<file path="src/rtl/mac_ctrl_pkg.sv">
// Shared definitions for the MAC sequence controller: state encoding, the
// one-hot datapath strobe bundle and the per-state strobe decode.
package mac_ctrl_pkg;

    localparam logic [2:0] IDLE = 3'd0;
    localparam logic [2:0] LOAD = 3'd1;
    localparam logic [2:0] MUL  = 3'd2;
    localparam logic [2:0] SUM  = 3'd3;
    localparam logic [2:0] DONE = 3'd4;

    typedef enum logic [2:0] {
        ST_IDLE = IDLE,
        ST_LOAD = LOAD,
        ST_MUL  = MUL,
        ST_SUM  = SUM,
        ST_DONE = DONE
    } state_e;

    typedef struct packed {
        logic input_en;
        logic load_in;
        logic mul_en;
        logic sum_en;
        logic done;
    } ctrl_flags_t;

    // Exactly one strobe per state; unknown encodings fall back to the IDLE strobe.
    function automatic ctrl_flags_t state_flags(input state_e s);
        ctrl_flags_t f;
        f = '0;
        case (s)
            ST_IDLE: f.input_en = 1'b1;
            ST_LOAD: f.load_in  = 1'b1;
            ST_MUL:  f.mul_en   = 1'b1;
            ST_SUM:  f.sum_en   = 1'b1;
            ST_DONE: f.done     = 1'b1;
            default: f.input_en = 1'b1;
        endcase
        return f;
    endfunction

    function automatic int cnt_width(input int n);
        return (n > 1) ? $clog2(n) : 1;
    endfunction

endpackage

</file>
<file path="src/rtl/ctrl_counter.sv">
// Up-counter with synchronous clear and a programmable terminal value.
// The count saturates at i_last so it can never leave its range.
module ctrl_counter #(
    parameter int W = 4
) (
    input  logic         clk,
    input  logic         rst_n,
    input  logic         i_clr,
    input  logic         i_en,
    input  logic [W-1:0] i_last,
    output logic [W-1:0] o_count,
    output logic         o_tc
);

    logic [W-1:0] r_count;

    // NOTE: clocked state uses non-blocking (<=) so every flop samples pre-edge values.
    always_ff @(posedge clk or negedge rst_n) begin
        if (!rst_n) begin
            r_count <= '0;
        end else if (i_clr) begin
            r_count <= '0;
        end else if (i_en && (r_count != i_last)) begin
            r_count <= r_count + 1'b1;
        end
    end

    assign o_count = r_count;
    assign o_tc    = (r_count == i_last);

endmodule

</file>
<file path="src/rtl/mac_seq_controller.sv">
// Load/multiply/sum sequencer: NUM_CH loads, MUL_LAT multiply cycles and one
// sum per iteration, repeated for a latched iteration count, with abort and done/ack.
module mac_seq_controller
    import mac_ctrl_pkg::*;
#(
    parameter int NUM_CH   = 2,
    parameter int CH_W     = 1,
    parameter int MUL_LAT  = 1,
    parameter int ITER_W   = 4,
    parameter int AUTO_ACK = 0
) (
    input  logic              clk,
    input  logic              rst,
    input  logic              start,
    input  logic [ITER_W-1:0] iter_num,
    input  logic              abort,
    input  logic              done_ack,
    output logic              input_en,
    output logic              load_in,
    output logic [CH_W-1:0]   ch_sel,
    output logic              sel_old_or_new,
    output logic              mul_en,
    output logic              sum_en,
    output logic              done,
    output logic              busy,
    output logic [ITER_W-1:0] iter_idx
);

    localparam int                MUL_W    = cnt_width(MUL_LAT);
    localparam logic [CH_W-1:0]   CH_LAST  = CH_W'(NUM_CH - 1);
    localparam logic [MUL_W-1:0]  MUL_LAST = MUL_W'(MUL_LAT - 1);

    state_e              r_state;
    ctrl_flags_t         r_flags;
    logic [ITER_W-1:0]   r_iter_total;

    logic                w_abort;
    logic                w_done_exit;
    logic [ITER_W-1:0]   w_iter_last;
    logic [CH_W-1:0]     w_ch_count;
    logic                w_ch_tc;
    logic [MUL_W-1:0]    w_mul_count;
    logic                w_mul_tc;
    logic [ITER_W-1:0]   w_iter_count;
    logic                w_iter_tc;

    // Abort only has meaning once a run is under way.
    assign w_abort     = abort && (r_state != ST_IDLE);
    assign w_done_exit = (r_state == ST_DONE) && ((AUTO_ACK != 0) || done_ack);
    assign w_iter_last = r_iter_total - 1'b1;

    ctrl_counter #(.W(CH_W)) u_ch_cnt (
        .clk     (clk),
        .rst_n   (rst),
        .i_clr   (w_abort || (r_state != ST_LOAD) || w_ch_tc),
        .i_en    (r_state == ST_LOAD),
        .i_last  (CH_LAST),
        .o_count (w_ch_count),
        .o_tc    (w_ch_tc)
    );

    ctrl_counter #(.W(MUL_W)) u_mul_cnt (
        .clk     (clk),
        .rst_n   (rst),
        .i_clr   (w_abort || (r_state != ST_MUL) || w_mul_tc),
        .i_en    (r_state == ST_MUL),
        .i_last  (MUL_LAST),
        .o_count (w_mul_count),
        .o_tc    (w_mul_tc)
    );

    // Cleared on the way back to IDLE so iter_idx reads 0 whenever the block is idle.
    ctrl_counter #(.W(ITER_W)) u_iter_cnt (
        .clk     (clk),
        .rst_n   (rst),
        .i_clr   (w_abort || w_done_exit || (r_state == ST_IDLE)),
        .i_en    ((r_state == ST_SUM) && !w_iter_tc),
        .i_last  (w_iter_last),
        .o_count (w_iter_count),
        .o_tc    (w_iter_tc)
    );

    always_ff @(posedge clk or negedge rst) begin
        if (!rst) begin
            r_state      <= ST_IDLE;
            r_flags      <= state_flags(ST_IDLE);
            r_iter_total <= '0;
        end else if (w_abort) begin
            r_state <= ST_IDLE;
            r_flags <= state_flags(ST_IDLE);
        end else begin
            case (r_state)
                ST_IDLE: begin
                    if (start && !abort) begin
                        r_iter_total <= (iter_num == '0) ? ITER_W'(1) : iter_num;
                        r_state      <= ST_LOAD;
                        r_flags      <= state_flags(ST_LOAD);
                    end
                end
                ST_LOAD: begin
                    if (w_ch_tc) begin
                        r_state <= ST_MUL;
                        r_flags <= state_flags(ST_MUL);
                    end
                end
                ST_MUL: begin
                    if (w_mul_tc) begin
                        r_state <= ST_SUM;
                        r_flags <= state_flags(ST_SUM);
                    end
                end
                ST_SUM: begin
                    if (w_iter_tc) begin
                        r_state <= ST_DONE;
                        r_flags <= state_flags(ST_DONE);
                    end else begin
                        r_state <= ST_LOAD;
                        r_flags <= state_flags(ST_LOAD);
                    end
                end
                ST_DONE: begin
                    if (w_done_exit) begin
                        r_state <= ST_IDLE;
                        r_flags <= state_flags(ST_IDLE);
                    end
                end
                default: begin
                    r_state <= ST_IDLE;
                    r_flags <= state_flags(ST_IDLE);
                end
            endcase
        end
    end

    assign input_en       = r_flags.input_en;
    assign load_in        = r_flags.load_in;
    assign mul_en         = r_flags.mul_en;
    assign sum_en         = r_flags.sum_en;
    assign done           = r_flags.done;
    assign busy           = !r_flags.input_en;
    assign ch_sel         = w_ch_count;
    assign iter_idx       = w_iter_count;
    assign sel_old_or_new = r_flags.load_in && (w_iter_count == '0);

endmodule

</file>
<file path="config.mk">
export PLATFORM = sky130hd
export DESIGN_NAME = mac_seq_controller
export DESIGN_NICKNAME = d
export VERILOG_FILES = /design/src/rtl/mac_ctrl_pkg.sv /design/src/rtl/ctrl_counter.sv /design/src/rtl/mac_seq_controller.sv
export SDC_FILE = /design/constraint.sdc
export NUM_CORES = 1
export LEC_CHECK = 0
export BUFFER_PORTS_ARGS = -buffer_cell sky130_fd_sc_hd__buf_4
export CELL_PAD_IN_SITES_DETAIL_PLACEMENT = 1
export CELL_PAD_IN_SITES_GLOBAL_PLACEMENT = 1
export CORE_MARGIN = 2
export CORE_UTILIZATION = 38
export DETAILED_ROUTE_END_ITERATION = 6
export MAX_ROUTING_LAYER = met4
export PLACE_DENSITY_LB_ADDON = 0.1
export SLEW_MARGIN = 20
export SYNTH_ARGS = -nofsm -noshare
export SYNTH_HDL_FRONTEND = slang
export SYNTH_HIERARCHICAL = 1
export SYNTH_SLANG_ARGS = --single-unit
export TNS_END_PERCENT = 5
</file>
<file path="constraint.sdc">
create_clock -name clk -period 3.5 [get_ports clk]
set_input_delay 0.175 -clock clk [delete_from_list [all_inputs] [get_ports clk]]
set_output_delay 0.175 -clock clk [all_outputs]
set_load 0.005 [all_outputs]
</file>
# After elaboration in Yosys (flattened, before gate mapping)
# Index checks and enable logic that the tools add are counted.
# word_totals
ff_bits	18
latchBits	0
mem_bits_rw	0
rom_bits	0
input_bits	9
out_inout_bits	12
elab_cells	76
memories	0
# classes
n_addsub	4
multipliers	0
div_mod_pow	0
order_cmp	0
eq_ne	12
shift	0
n_mux	21
bitwise_logic	3
n_reduce_logical	26
# ops
cell	count
5-bit 2-to-1 mux	5
5-bit one-hot mux with 5 select lines	1
3-bit 2-to-1 mux	6
4-bit 2-to-1 mux	4
3-bit one-hot mux with 5 select lines	1
3-bit != test (second input constant)	3
1-bit logical AND	8
4-bit logical NOT	2
3-bit by 2-bit equality test with 1-bit output (second input constant)	2
1-bit logical OR	6
3-bit by 2-bit != test with 1-bit output (second input constant)	2
2-bit nonzero test	3
4-bit by 1-bit adder with 4-bit output (second input constant)	1
4-bit equality test	1
1-bit 2-to-1 mux	4
4-bit != test	1
4-bit AND reduction	1
4-bit by 1-bit subtractor with 4-bit output (second input constant)	1
3-bit by 1-bit equality test with 1-bit output (second input constant)	1
3-bit equality test (second input constant)	1
1-bit logical NOT	3
3-bit logical NOT	1
3-bit by 1-bit != test with 1-bit output (second input constant)	1
1-bit NOT	3
other kinds (3)	4

# Logic depth before layout (Yosys ltp)
# depth
depth_word	7
ltp_mapped	9
ltp_nobuf	9

# Modules after synthesis
# Netlist, hierarchy kept.
# modules_own_cells
module	n_inst	cells_per_inst	area_each_um2	seq_area_each_um2
mac_seq_controller	1	72	680.7	276.5
ctrl_counter (u_iter_cnt)	1	23	264.0	100.1
ctrl_counter (u_ch_cnt ...)	2	4	47.5	25.0

# Least setup slack after synthesis
# Ideal clock, no wire load.
# synth_path
path_kind	register -> register
startpoint	register r_iter_total[0]
endpoint	register u_iter_cnt.r_count[3], in the netlist u_iter_cnt/o_count[3]
arrival_ns	1.979
t_required_ns	3.423
setup_slack_ns	1.443
stages_incl_launch_ff	10
synth_period_minus_slack_ns	2.057
path_cell_list	dfrtp_1 -> inv_1 -> ha_1 -> xor2_1 -> xor2_1 -> nor4_1 -> nor2_1 -> o41ai_4 -> or3_1 -> a21oi_1
# synth_between
elab_chain_cells	6
# synth_rtl
element	line_no	rtl
start: declaration	mac_seq_controller.sv:35	logic [ITER_W-1:0] r_iter_total;
start signal: assignment	mac_seq_controller.sv:95	r_iter_total <= (iter_num == '0) ? ITER_W'(1) : iter_num;
4-bit by 1-bit subtractor with 4-bit output	mac_seq_controller.sv:50	assign w_iter_last = r_iter_total - 1'b1;
via w_iter_last[0]	mac_seq_controller.sv:39	logic [ITER_W-1:0] w_iter_last;
4-bit equality test	ctrl_counter.sv:29	assign o_tc = (r_count == i_last);
via w_iter_tc	mac_seq_controller.sv:45	logic w_iter_tc;
1-bit logical NOT	mac_seq_controller.sv:77	.i_en ((r_state == ST_SUM) && !w_iter_tc),
1-bit logical AND	mac_seq_controller.sv:77	
1-bit logical AND	ctrl_counter.sv:23	end else if (i_en && (r_count != i_last)) begin
2-bit nonzero test (no line)	n/a	
end signal: assignment	ctrl_counter.sv:24	r_count <= r_count + 1'b1;
end: declaration	ctrl_counter.sv:15	logic [W-1:0] r_count;
# The timed path passes the listed nets, and every way through them passes these cells.
# A chain may end at the register's enable or synchronous reset.

# Worst setup path after layout
# Ends and elaborated chain as after synthesis.

==> metrics.yaml <==
ctsResizeCount: 0
switchingPower_uw: 342.0
critical_path_class: "reg -> reg"
dp_cells: 151
synth_area_leaders: "dfrtp_1, mux2i_1, xor2_1"
clockBufferDepth: 2
n_antenna_cell: 0
drv_cap: 0
critPathLaunch: "r_iter_total[0]"
ant_nets: 0
die_area_mm2: 0.003171
final_util_pct: 48.72
synthCells: 103
area_growth_pct: 19.25
synth_warnings: 6
synth_cell_types: 37
clk_latency_ns: 0.30
p_sw_share_pct: 40.56
synthArstFlopShare_pct: 100.0
path_clk_slew_ns: 0.11
drt_iter0_markers: 7
fin_tns_setup_ns: 0
cts_root_buf: "clkbuf_4"
start_kind: "flop"
die_h_um: 56.31
cts_tree: "yes"
synth_edf_count: 0
initial_core_util_pct: 40.86
drive_gt1_share_pct: 28.57
io_buffers: 20
syn-cell-area_mm2: 0.001040
yosysTopAreaCell: "dfrtp_1"
layout.nets: 138
outcome: "finished clean"
ys_seq_elements: 17
yosysMostFrequentCell: "dfrtp_1"
slew_headroom_pct: 58.93
fin_crit_sh_pct: 66.82
yosysTopAreaCellShare_pct: 38.51
drt_first_pass_iters: 4
grt_pass1_vias: 893
synth_commonest_cells: "dfrtp_1, nor2_1, inv_1"
worstPathMaxFanout: 6
fin_hold_ws_ns: 0.1019
clock-sinks: 17
p_seq_share_pct: 37.4
p_clk_share_pct: 13.4
grt_pass1_wl_um: 4119
cts_buffers: 3
ir_drop_v: 0.0004502
grt_usage_pct: 17.63
cts_setup_buffers: 0
syn_area_per_cell_um2: 10.09
die_w_um: 56.31
skew_ns: 0.001180
tightestPinTransition_ns: 0.6065
grt_max_degree: 18
required_ns: 3.73
totalWireLength_um: 2389
instances_no_fill: 156
vias: 821
worstReg2RegStart: "r_iter_total[0]"
pwr-share-comb_pct: 49.2
antenna_found_initial: 0
grt-ovfl-total: 0
period_needed_ns: 2.339
core_mm2: 0.002545
internal_power_uw: 501.1
hold_start: "abort"
hp-class: "in -> reg"
power_leakage_nw: 0.5733
htree_num_levels: 1
hold_viol_final: 0
yosysSeqAreaShare_pct: 41.03
drcViolationCount: 0
wire_per_inst_um: 15.31
ios: 21
hpwl_um: 1801
ys.flop_type: "dfrtp_1"
arrival_ns: 2.57
rows: 18
routed_via_density: 5.263
clock.fmax_ghz: 0.4276
timing.final.max_slew_violations: 0
gp_congestion: 0.7111
setup_viol: 0
powerDensity_mw_per_mm2: 680.0
rsz0062_at_grt: "no"
cp-end-kind: "flop"
stage by stage:
step | total power, mW | cell area [µm²] | worst slack (ns)
after CTS | 0.8507 | 1240 | 1.193
after global placement | 0.7138 | 1204 | 1.354
final | 0.8431 | 1240 | 1.161
after global routing | 0.9094 | 1240 | 0.9903
after detailed placement | 0.7342 | 1204 | 1.236
after floorplan | 0.6315 | 1047 | 1.443
worst max-delay path, cell delays in order, from the launching register on:
cell	delay, ns
dfrtp_1	0.41
inv_1	0.16
ha_1	0.20
xor2_1	0.21
xor2_1	0.31
nor4_1	0.14
nor2_1	0.20
o41ai_4	0.14
or3_1	0.36
a21oi_1	0.15
layout by cell type, fill, tap and decap left out, types with 4 or more instances in the layout:
cell	synthesis	layout
a21oi_1	5	5
buf_4	0	20
conb_1	2	4
dfrtp_1	16	16
inv_1	7	7
mux2i_1	5	5
nor2_1	11	11
o21ai_0	4	4
xor2_1	5	5
worst paths after layout:
check	to	slack, ns	depth (start not counted)
max	u_iter_cnt/o_count[3]	1.16	9
min	r_state[2]	0.10	2
max reg2reg	u_iter_cnt/o_count[3]	1.16	9
min reg2reg	input_en	0.52	2
max in group asynchronous	input_en	2.97	2
min in group asynchronous	u_mul_cnt/o_count	0.27	2
power groups by stage:
stage	sequential [mW]	clock, mW	combinational (mW)
after floorplan	0.288	0	0.343
after global placement	0.311	0	0.403
after detailed placement	0.320	0	0.414
after CTS	0.316	0.117	0.418
after global routing	0.327	0.128	0.455
final	0.316	0.113	0.415
repair_timing:
action / in CTS / in global routing
endpoints found under the hold margin: 17 / 0
endpoints found under the setup margin: 0 / 0
hold buffers: 1 / 0
state kept, by name, summed over array words and instances (netlist names):
register	count
input_en	1
sum_en	1
u_mul_cnt/o_count	1
r_state	3
load_in	1
r_iter_total	4
mul_en	1
u_ch_cnt/o_count	1
u_iter_cnt/o_count	4
area by class of cell:
cell class | instances | area, µm²
well taps | 30 | 37.54
fillers | 298 | 1305
repair buffers | 21 | 160.2
clock buffers | 4 | 26.28
multi-input cells | 77 | 563.0
inverters | 7 | 26.28
flip-flops and latches | 17 | 426.7
kinds of logic after synthesis:
family / synth area share [%]
XOR/XNOR: 9.025
buffers and inverters: 5.535
flip-flops: 41.03
AND/OR/NAND/NOR: 19.73
other: 0.7223
multiplexers: 9.506
adder cells (fa/ha/maj): 2.406
AO/OA/AOI/OAI: 12.03
routing by layer:
metal / vias to the layer above / part of all wire, % / GRT usage [%]
met5: - / 0 / -
met4: 0 / 0.80 / 5.102
met3: 2 / 3.4 / 5.530
met2: 12 / 52 / 30.25
met1: 408 / 44 / 19.68
li1: 399 / - / -
(Power assumes the default switching activity.)
